`config.mk`:
```
export PLATFORM = sky130hd
export DESIGN_NAME = of_stage_fwd
export DESIGN_NICKNAME = d
export VERILOG_FILES = /design/src/rtl/of_stage_fwd.sv
export SDC_FILE = /design/constraint.sdc
export NUM_CORES = 1
export LEC_CHECK = 0
export ABC_CLOCK_PERIOD_IN_PS = 8140
export CORE_ASPECT_RATIO = 0.8
export CORE_MARGIN = 2
export CORE_UTILIZATION = 30
export CTS_BUF_LIST = sky130_fd_sc_hd__clkbuf_16
export CTS_CLUSTER_SIZE = 8
export DETAILED_ROUTE_END_ITERATION = 7
export GPL_ROUTABILITY_DRIVEN = 0
export PLACE_DENSITY = 0.64
export SLEW_MARGIN = 20
export SYNTH_ARGS = -nofsm -noshare
export SYNTH_HDL_FRONTEND = slang
export SYNTH_SLANG_ARGS = --single-unit
```
`constraint.sdc`:
```
create_clock -name Clk -period 8.14 [get_ports Clk]
set_input_delay 0.814 -clock Clk [delete_from_list [all_inputs] [get_ports Clk]]
set_output_delay 0.814 -clock Clk [all_outputs]
set_load 0.005 [all_outputs]
```
`src/rtl/of_stage_fwd.sv`:
```
// rtl/of_stage_fwd.sv - operand-fetch stage with EX/MEM forwarding, load-use stall and output register
// Decodes register addresses, forwards results, extends immediates and holds one packet for EX.
module of_stage_fwd #(
  parameter int XLEN = 32,
  parameter int NREG = 16,
  parameter int CNTW = 16,
  localparam int AW  = $clog2(NREG)
) (
  input  logic              Clk,
  input  logic              Rst,
  input  logic              If_Valid_i,
  input  logic [XLEN-1:0]   If_Pc_i,
  input  logic [31:0]       If_Instr_i,
  output logic              If_Ready_o,
  output logic [4:0]        Cu_Opcode,
  output logic              Cu_Imm,
  input  logic              Cu_IsImm_i,
  input  logic              Cu_IsSt_i,
  input  logic              Cu_IsLd_i,
  input  logic              Cu_IsRet_i,
  output logic [AW-1:0]     Rd_Addr1,
  output logic [AW-1:0]     Rd_Addr2,
  input  logic [XLEN-1:0]   Rd_Data1,
  input  logic [XLEN-1:0]   Rd_Data2,
  input  logic              Ex_Wr_i,
  input  logic [AW-1:0]     Ex_Rd_i,
  input  logic [XLEN-1:0]   Ex_Data_i,
  input  logic              Ex_IsLd_i,
  input  logic              Mem_Wr_i,
  input  logic [AW-1:0]     Mem_Rd_i,
  input  logic [XLEN-1:0]   Mem_Data_i,
  input  logic              Flush_i,
  output logic              Of_Valid_o,
  input  logic              Of_Ready_i,
  output logic [XLEN-1:0]   Of_Pc_o,
  output logic [31:0]       Of_Instr_o,
  output logic [XLEN-1:0]   Of_A_o,
  output logic [XLEN-1:0]   Of_B_o,
  output logic [XLEN-1:0]   Of_Op2_o,
  output logic [3:0]        Of_Ctrl_o,
  output logic [CNTW-1:0]   Hz_Cnt_o
);

  logic [XLEN-1:0] op1_fwd;
  logic [XLEN-1:0] op2_fwd;
  logic [XLEN-1:0] imm_ext;
  logic [XLEN-1:0] b_sel;
  logic            hazard;
  logic            load_en;

  always_comb begin
    Cu_Opcode = 5'd0;
    Cu_Imm    = 1'b0;
    Rd_Addr1  = '0;
    Rd_Addr2  = '0;
    if (If_Valid_i) begin
      Cu_Opcode = If_Instr_i[31:27];
      Cu_Imm    = If_Instr_i[26];
      Rd_Addr1  = Cu_IsRet_i ? AW'(NREG - 1) : AW'(If_Instr_i[21:18]);
      Rd_Addr2  = Cu_IsSt_i ? AW'(If_Instr_i[25:22]) : AW'(If_Instr_i[17:14]);
    end
  end

  // A load still in EX has no result yet, so it never forwards from EX.
  always_comb begin
    op1_fwd = Rd_Data1;
    if (Ex_Wr_i && !Ex_IsLd_i && (Ex_Rd_i == Rd_Addr1))
      op1_fwd = Ex_Data_i;
    else if (Mem_Wr_i && (Mem_Rd_i == Rd_Addr1))
      op1_fwd = Mem_Data_i;

    op2_fwd = Rd_Data2;
    if (Ex_Wr_i && !Ex_IsLd_i && (Ex_Rd_i == Rd_Addr2))
      op2_fwd = Ex_Data_i;
    else if (Mem_Wr_i && (Mem_Rd_i == Rd_Addr2))
      op2_fwd = Mem_Data_i;
  end

  always_comb begin
    imm_ext = XLEN'(If_Instr_i[15:0]);
    case (If_Instr_i[17:16])
      2'b00:   imm_ext = XLEN'($signed(If_Instr_i[15:0]));
      2'b10:   imm_ext = ~XLEN'(16'hFFFF) | XLEN'(If_Instr_i[15:0]);
      default: imm_ext = XLEN'(If_Instr_i[15:0]);
    endcase
    b_sel = Cu_IsImm_i ? imm_ext : op2_fwd;
  end

  // Op2 only matters for register-form or store instructions.
  assign hazard = If_Valid_i && Ex_Wr_i && Ex_IsLd_i &&
                  ((Ex_Rd_i == Rd_Addr1) ||
                   ((!Cu_IsImm_i || Cu_IsSt_i) && (Ex_Rd_i == Rd_Addr2)));

  assign load_en    = !Of_Valid_o || Of_Ready_i;
  assign If_Ready_o = Flush_i || (load_en && !hazard);

  always_ff @(posedge Clk or posedge Rst) begin
    if (Rst) begin
      Of_Valid_o <= 1'b0;
      Of_Pc_o    <= '0;
      Of_Instr_o <= '0;
      Of_A_o     <= '0;
      Of_B_o     <= '0;
      Of_Op2_o   <= '0;
      Of_Ctrl_o  <= '0;
      Hz_Cnt_o   <= '0;
    end else begin
      if (Flush_i)
        Of_Valid_o <= 1'b0;
      else if (load_en)
        Of_Valid_o <= If_Valid_i && !hazard;

      if (load_en) begin
        Of_Pc_o    <= If_Pc_i;
        Of_Instr_o <= If_Instr_i;
        Of_A_o     <= op1_fwd;
        Of_B_o     <= b_sel;
        Of_Op2_o   <= op2_fwd;
        Of_Ctrl_o  <= {Cu_IsImm_i, Cu_IsSt_i, Cu_IsLd_i, Cu_IsRet_i};
      end

      if (hazard && !Flush_i && !(&Hz_Cnt_o))
        Hz_Cnt_o <= Hz_Cnt_o + 1'b1;
    end
  end

endmodule

```
==> results.py <==
metrics = {
    "die": {
        "io_pins": 408,
        "core_area_mm2": 0.0304,
        "initial_core_util_pct": 30.4,
        "rows": 57,
        "die-area_mm2": 0.0322,
        "die_height_um": 161,
        "fp.dieW_um": 200,
    },
    "clock_tree": {
        "cts_sinks": 181,
        "cts_setup_buffers": 0,
        "clockBufferDepth": 2,
        "clk_latency_ps": 440,
        "numCtsBuffers": 17,
        "cts_root_buf": "clkbuf_16",
        "ctsResizeCount": 0,
        "cts.clk_slew.worst_paths_ps": 70,
        "cts_tree": "built",
        "hold_buffers": 0,
        "h-tree-depth": 4,
    },
    "grt": {
        "track_usage_pct": 22.8,
        "grt_antenna_before_repair": 5,
        "grt_max_degree": 108,
        "grt_pass1_wl_um": 56100,
        "grt_pass1_vias": 9013,
        "grt.overflow.total": 0,
    },
    "logic_synthesis": {
        "async_reset_ff_share_pct": 100,
        "ys_types": 51,
        "seq_area_frac_synth_pct": 49.0,
        "synth_flop_cell": "dfrtp_1",
        "synth_common_cells": "nand2_1, dfrtp_1, mux2i_1",
        "synth_most_common_cell": "nand2_1",
        "synth_edf_count": 0,
        "synth_top_area_share_pct": 49.0,
        "synth_warnings": 0,
        "synth_seq_cells": 181,
        "synth_area_leaders": "dfrtp_1, nand2_1, mux2i_1, o32ai_1, o221a_2",
        "syn_inst": 954,
        "yosys.area.top_type": "dfrtp_1",
        "syn_nets": 1167,
        "syn_area_per_cell_um2": 9.69,
        "synth_area_mm2": 0.00925,
    },
    "cells_and_area": {
        "area_growth_pct": 54.1,
        "fin_area_mm2": 0.0143,
        "nFillCells": 2936,
        "drive_gt1_share_pct": 8.21,
        "fin_nets": 1527,
    },
    "timing": {
        "setup_viol": 0,
        "tightest_slew_ps": 1020,
        "relSlewSlack_pct": 32.0,
        "rsz0062_at_grt": "no",
        "clock.fmax_mhz": 215,
        "final-max-slew-violation-count": 0,
        "period_needed_ps": 4650,
        "skew_ps": 7.70,
        "hold_viol": 0,
        "min_period_over_period_pct": 57.1,
        "setup_tns_ps": 0,
    },
    "power": {
        "power.density_mw_per_mm2": 175,
        "p_leak_uw": 0.00595,
        "ir_worst_vdd_v": 0.000144,
    },
    "worst_setup_path": {
        "slowest_delay_ps": 590,
        "cpMaxStageDelayCell": "clkdlybuf4s50_1",
        "crit_start": "Ex_Rd_i[3]",
        "crit-reg2reg-launch": "Of_Valid_o",
        "worstPathMaxFanout": 34,
        "required_ps": 7330,
        "worstPathArrival_ps": 3830,
        "reg2reg_slack_ps": 5080,
        "worst-path-buf-inv": 4,
        "crit_chain": "clkdlybuf4s50_1 -> or4bb_1 -> a211oi_1 -> o22ai_4 -> buf_4 -> o31ai_2 -> buf_4 -> nand2b_1 -> a21o_1 -> clkdlybuf4s50_1",
        "critical_path.endpoint_type": "output pin",
        "critical-path-top-delay-family": "buffers and inverters",
        "r2r_cells": 5,
        "cp-start-kind": "primary input",
        "path_class": "primary input to output pin",
        "r2r-end": "Of_Op2_o[29]",
        "crit_cells": 10,
    },
    "placed_design": {
        "placed_cell_area_mm2": 0.0136,
        "hpwlAfterDp_um": 26800,
        "port_buffers": 407,
    },
    "drt": {
        "wl_per_cell_um": 21.1,
        "ant_nets": 0,
        "first_pass_iters": 5,
        "num_vias": 8840,
        "drt_wl_total_um": 36800,
        "drtIter0Drc": 452,
        "routed_via_density": 5.07,
        "drc_errors": 0,
    },
    "hold_path": {
        "hold_path_end": "Of_Pc_o[23]",
        "hold_class": "flop to flop",
        "whs_path_depth": 2,
        "hp-start": "Of_Pc_o[23]",
    },
    "status": {
        "status": "completed",
    },
    "flow_run": {
        "max_cap_viol_count": 0,
    },
}
cell families (layout without fill, tap and decap cells):
family | after synthesis | after routing | synth area share [%]
fa+ha+maj | 1 | 1 | 0.135
xor+xnor | 20 | 20 | 1.89
compound gates | 183 | 183 | 15.9
buf+inv | 81 | 454 | 3.94
other cells | 0 | 4 | 0
simple gates | 419 | 419 | 21.4
mux | 69 | 69 | 7.74
flops | 181 | 181 | 49.0
layout by cell type (no fill, tap or decap), types with 20 or more instances in the layout:
cell / netlist / layout
nand2_1: 241 / 241
xnor2_1: 20 / 20
o221a_2: 22 / 22
clkdlybuf4s50_1: 0 / 407
nor3_1: 22 / 22
mux2i_1: 51 / 51
nor2_1: 35 / 34
dfrtp_1: 181 / 181
o32ai_1: 34 / 34
a21oi_1: 36 / 36
worst min-delay path, stage by stage (launching register included):
cell and delay (ps):
dfrtp_1 340, nand2_1 50, nand2_1 50
registers in the layout (all words and copies together) (netlist names):
| name | cells |
|---|---|
| Of_A_o | 32 |
| Of_Ctrl_o | 4 |
| Of_Op2_o | 32 |
| Of_Pc_o | 32 |
| Of_Instr_o | 32 |
| Hz_Cnt_o | 16 |
| Of_Valid_o | 1 |
| Of_B_o | 32 |
layout make-up:
type                            instances  area [um^2]  share of cell area (%)
Inverter                                2         15.0                   0.105
Timing Repair Buffer                  420         4170                    29.3
Multi-Input combinational cell        692         4400                    30.9
Clock inverter                         15          181                    1.27
Sequential cell                       181         4530                    31.8
Tap cell                              413          517                    3.63
Antenna cell                            4         10.0                  0.0702
Clock buffer                           17          425                    2.99
where the power goes:
part | switching (uW) | internal [uW] | leakage, uW
clock network | 417 | 468 | 0.000294
registers | 52.2 | 982 | 0.00215
logic | 250 | 328 | 0.00351
through the flow:
stage	std cells	power, uW	hold WS, ps	util (%)	setup WS (ps)
floorplan	954	1250	463	-	2410
global placement	1708	1630	448	44.9	3530
detailed placement	1708	1630	454	44.9	3530
CTS	1740	2530	472	46.9	3510
global route	1744	2610	487	46.9	3300
finish	1744	2500	464	46.9	3490
worst max-delay path by stage:
stage	endpoint	slack, ps
floorplan	Hz_Cnt_o[0]	2410
finish	If_Ready_o	3490
detailed placement	If_Ready_o	3530
global placement	If_Ready_o	3530
CTS	If_Ready_o	3510
global route	If_Ready_o	3300
metal layers:
metal,GRT usage (%),wire length [um]
met5,0,13
met3,7.16,2990
met2,37.9,17800
met4,8.62,893
met1,27.9,15100
(Power assumes the default switching activity.)
